**src/rtl/uart_pkg.sv**
```systemverilog
// rtl/uart_pkg.sv - shared UART types and constants
package uart_pkg;

    // Default number of data bits per frame, shared with the receive side
    localparam int UART_DATA_W = 8;

    // Parity sense selector values
    localparam logic PARITY_EVEN = 1'b0;
    localparam logic PARITY_ODD  = 1'b1;

    // Transmit sequencer states
    typedef enum logic [2:0] {
        IDLE   = 3'd0,
        SYNC   = 3'd1,
        START  = 3'd2,
        DATA   = 3'd3,
        PARITY = 3'd4,
        STOP1  = 3'd5,
        STOP2  = 3'd6
    } uart_tx_state_e;

endpackage

```
**src/rtl/uart_tx_ctrl.sv**
```systemverilog
// rtl/uart_tx_ctrl.sv - UART transmit frame sequencer driven by the baud tick
module uart_tx_ctrl
    import uart_pkg::*;
#(
    parameter int DATA_W = UART_DATA_W
) (
    input  logic              clk,
    input  logic              rst,
    input  logic              baud_tick,
    input  logic [DATA_W-1:0] tx_data,
    input  logic              tx_valid,
    output logic              tx_ready,
    input  logic              parity_en,
    input  logic              parity_odd,
    input  logic              two_stop,
    output logic              tx,
    output logic              busy,
    output logic              frame_done
);

    localparam int CNT_W = $clog2(DATA_W);
    localparam logic [CNT_W-1:0] CNT_LAST = CNT_W'(DATA_W - 1);

    uart_tx_state_e    state_q, state_d;
    logic [DATA_W-1:0] shift_q, shift_d;
    logic [CNT_W-1:0]  cnt_q, cnt_d;
    logic              pen_q, pen_d;
    logic              two_q, two_d;
    logic              par_q, par_d;
    logic              tx_q, tx_d;
    logic              done_q, done_d;

    assign tx_ready   = (state_q == IDLE);
    assign busy       = (state_q != IDLE);
    assign tx         = tx_q;
    assign frame_done = done_q;

    // State, datapath and registered line outputs; reset aborts any frame
    always_ff @(posedge clk or negedge rst) begin
        if (!rst) begin
            state_q <= IDLE;
            shift_q <= '0;
            cnt_q   <= '0;
            pen_q   <= 1'b0;
            two_q   <= 1'b0;
            par_q   <= 1'b0;
            tx_q    <= 1'b1;
            done_q  <= 1'b0;
        end else begin
            state_q <= state_d;
            shift_q <= shift_d;
            cnt_q   <= cnt_d;
            pen_q   <= pen_d;
            two_q   <= two_d;
            par_q   <= par_d;
            tx_q    <= tx_d;
            done_q  <= done_d;
        end
    end

    // Next-state, shift/count update and next line level
    always_comb begin
        state_d = state_q;
        shift_d = shift_q;
        cnt_d   = cnt_q;
        pen_d   = pen_q;
        two_d   = two_q;
        par_d   = par_q;
        done_d  = 1'b0;
        tx_d    = 1'b1;

        case (state_q)
            IDLE: begin
                // A tick in the accept cycle is deliberately ignored: SYNC waits for the next one
                if (tx_valid) begin
                    state_d = SYNC;
                    shift_d = tx_data;
                    cnt_d   = '0;
                    pen_d   = parity_en;
                    two_d   = two_stop;
                    par_d   = (^tx_data) ^ (parity_odd == PARITY_ODD);
                end
            end
            SYNC: begin
                if (baud_tick) begin
                    state_d = START;
                end
            end
            START: begin
                if (baud_tick) begin
                    state_d = DATA;
                    cnt_d   = '0;
                end
            end
            DATA: begin
                if (baud_tick) begin
                    shift_d = shift_q >> 1;
                    if (cnt_q == CNT_LAST) begin
                        state_d = pen_q ? PARITY : STOP1;
                        cnt_d   = '0;
                    end else begin
                        cnt_d = cnt_q + CNT_W'(1);
                    end
                end
            end
            PARITY: begin
                if (baud_tick) begin
                    state_d = STOP1;
                end
            end
            STOP1: begin
                if (baud_tick) begin
                    if (two_q) begin
                        state_d = STOP2;
                    end else begin
                        state_d = IDLE;
                        done_d  = 1'b1;
                    end
                end
            end
            STOP2: begin
                if (baud_tick) begin
                    state_d = IDLE;
                    done_d  = 1'b1;
                end
            end
            default: begin
                state_d = IDLE;
            end
        endcase

        // The line level follows the state being entered so tx moves on the tick edge
        case (state_d)
            START:   tx_d = 1'b0;
            DATA:    tx_d = shift_d[0];
            PARITY:  tx_d = par_d;
            default: tx_d = 1'b1;
        endcase
    end

endmodule

```
**config.mk**
```make
export PLATFORM = sky130hd
export DESIGN_NAME = uart_tx_ctrl
export DESIGN_NICKNAME = d
export VERILOG_FILES = /design/src/rtl/uart_pkg.sv /design/src/rtl/uart_tx_ctrl.sv
export SDC_FILE = /design/constraint.sdc
export NUM_CORES = 1
export LEC_CHECK = 0
export CAP_MARGIN = 15
export CELL_PAD_IN_SITES_DETAIL_PLACEMENT = 1
export CELL_PAD_IN_SITES_GLOBAL_PLACEMENT = 1
export CORE_UTILIZATION = 39
export DETAILED_ROUTE_END_ITERATION = 8
export MAX_ROUTING_LAYER = met4
export PLACE_DENSITY_LB_ADDON = 0.1
export SLEW_MARGIN = 40
export SYNTH_ARGS = -nofsm -noshare
export SYNTH_HDL_FRONTEND = slang
export SYNTH_SLANG_ARGS = --single-unit
```
**constraint.sdc**
```tcl
create_clock -name clk -period 2 [get_ports clk]
set_input_delay 0.4 -clock clk [delete_from_list [all_inputs] [get_ports clk]]
set_output_delay 0.4 -clock clk [all_outputs]
set_load 0.1 [all_outputs]
```
==> results.md <==
* Final Hold Fails at 0
* Static leakage at 0.631 nW
* Total number of vias at 836
* Post-route worst setup slack at 0.0806 ns
* Slew @ Worst Pin at 0.498 ns
* Worst clock skew at 0.00140 ns
* Initial Utilization at 41.6%
* Count of standard-cell rows at 18
* Hold slack final at 0.430 ns
* IR drop worst, VDD at 515 µV
* Global router's overall resource usage at 19.0%
* CTS Buf Count at 3
* Signal arrival time at the worst endpoint at 1.52 ns
* Vias per std cell at 5.50
* Max-cap check violation count at 0
* Total power draw at 0.00140 W
* CTS tree: yes
* Category of the most critical setup path: reg2out
* Fraction of registers with async set/reset at 100%
* DRC at 0
* Total power density per cell area at 1050 nW/µm²
* Max FO, Critical Path at 14
* Sum of net half-perimeters after detailed placement at 1.68 mm
* Number of DRC markers in iteration 0 at 26
* Aggregate routed wire length at 2.17 mm
* Vias in the first global route at 827
* Summed instance area of the synthesized netlist at 1040 µm²
* Pre-CTS setup slack at -0.0862 ns
* Clock Latency Late Sink at 0.29 ns
* Net count after synthesis at 116
* Worst EP required at 1.60 ns
* Post-synthesis average cell area at 10.5 µm²
* Max clock buf depth at 2
* Register bit total from synthesis at 19
* Type of element capturing the critical path: primary output
* Layout area overhead at 27.6%
* Cell types with the largest area share after synthesis: dfrtp_1, xnor2_1, a222oi_1, inv_1, dfstp_2
* Remaining antenna violation count at 0
* Fin crit period at 1.92 ns
* CTS sink count at 19
* GR Overflow Total at 0
* First-pass iteration count of the detailed router at 4
* Register Area at 479 µm²
* Relative max-transition margin at 66.7%
* Number of antenna violations at the first check in global routing at 0
* Final Instance Area at 1330 µm²
* Clock Tree Root: clkbuf_4
* Share of cells above drive strength 1 at 19.7%
* Gate Count Post-Synth at 99
* Number of buffers inserted by port buffering at 18
* Crit share post-route at 96.0%
* Height of the chip at 53.6 µm
* Total of endpoints with negative setup slack in the final report at 0
* H-tree depth at 1
* Pin count of the biggest net entering global routing at 17
* Number of inserted diodes at 0
* Fin. max-slew vios at 0
* Count of distinct cell types in the synthesized netlist at 35
* First-pass GRT wire length at 3.72 mm
* Setup repair after global routing missed its margin: no
* Multi-input logic area at 467 µm²
* Most used DFF post-synth: dfrtp_1
* Kind of start point of the critical path: register
* Most common library cell in the layout ignoring fill and taps: dfrtp_1
* Wire length per cell at 14.3 µm
* Number of top-level pins at 19
* Post-synth EDFFs at 0
* Post-placement cell area at 1300 µm²
* Cell type contributing the most total cell area after synthesis: dfrtp_1
* Maximum frequency from static timing analysis at 521 MHz
* GP Congestion at 0.730
* Clock transition at path regs at 0.10 ns
* Final-layout fill cell count at 276
* Synth warn at 0
* Die area at 2880 µm²
* Core box area at 2500 µm²
* Most frequent cells in the layout: dfrtp_1, clkdlybuf4s50_1, inv_1
* # nets final at 140
* Proportion of synthesized chip area in sequential cells at 45.8%
* Yosys top cell area share at 43.3%
* Class of the tightest hold or removal check: in2async
* Run status: finished clean
* Die extent in x at 53.6 µm
-- repair_timing --
| item | CTS | global route |
|---|---|---|
| hold buffers | 0 | 0 |
| setup buffers | 0 | 0 |
| setup endpoints to repair | 1 | 1 |
| hold endpoints to repair | 0 | 0 |
| gates cloned | 0 | 0 |
| resized for setup | 1 | 1 |
-- routing by layer --
layer | track usage (%) | wire, µm
met5 | - | 0
met4 | 6.58 | 15
met3 | 3.39 | 85
met2 | 30.2 | 1090
met1 | 24.2 | 976
-- final timing paths --
path	start	endpoint	slack, ns	cells after the start
worst max-delay path	state_q[0]	tx_ready	0.08	3
worst min-delay path	rst	shift_q[2]	0.43	1
worst min register to register	shift_q[0]	shift_q[0]	0.50	1
worst max register to register	cnt_q[0]	tx	0.17	7
max in group asynchronous	rst	shift_q[5]	1.05	2
min in group clk	shift_q[0]	shift_q[0]	0.50	1
-- report_power, final --
group          switching (W)  internal, W
registers           0.000116     0.000505
clock network       0.000115    0.0000775
logic               0.000289     0.000295
-- area by class of cell --
| type | count | area share [%] |
|---|---|---|
| Clock buffer | 4 | 1.98 |
| Timing Repair Buffer | 25 | 19.6 |
| Sequential cell | 19 | 36.1 |
| Multi-Input combinational cell | 60 | 35.2 |
| Inverter | 14 | 4.25 |
| Tap cell | 30 | 2.83 |
-- kinds of logic after synthesis --
| kind of cell | share of synthesized area (%) |
|---|---|
| fa+ha+maj | 2.41 |
| flops | 45.8 |
| buf+inv | 10.2 |
| simple gates | 11.2 |
| mux | 4.09 |
| compound gates | 19.5 |
| xor+xnor | 6.74 |
-- cells in the mapped netlist, drive strengths merged, types with 2 or more instances --
library cell / count
a211o: 2
a21oi: 2
a222oi: 6
a22o: 2
and3: 2
buf: 5
dfrtp: 18
ha: 2
inv: 14
mux2: 2
mux2i: 2
nand3: 4
nor2: 6
nor3b: 2
o21ai: 6
o22ai: 2
xnor2: 7
-- worst max-delay path, stage by stage (launching register included) --
cell and delay, ns:
dfrtp_2 0.52, or3_4 0.45, clkinvlp_4 0.10, buf_12 0.16
-- sequential cells by signal, indices dropped and copies added (netlist names) --
| signal | flops |
|---|---|
| shift_q | 8 |
| cnt_q | 3 |
| two_q | 1 |
| tx | 1 |
| pen_q | 1 |
| frame_done | 1 |
| state_q | 3 |
| par_q | 1 |
-- through the flow --
step / setup TNS, ns / util [%] / std cells
2_1_floorplan: 0 / - / 99
5_1_grt: 0 / 53.1 / 152
3_3_place_gp: -0.0412 / 51.9 / 148
4_1_cts: 0 / 53.0 / 152
6_report: 0 / 53.1 / 152
3_5_place_dp: -0.0862 / 51.9 / 148
Note: power is estimated with default switching activity, not from simulation.
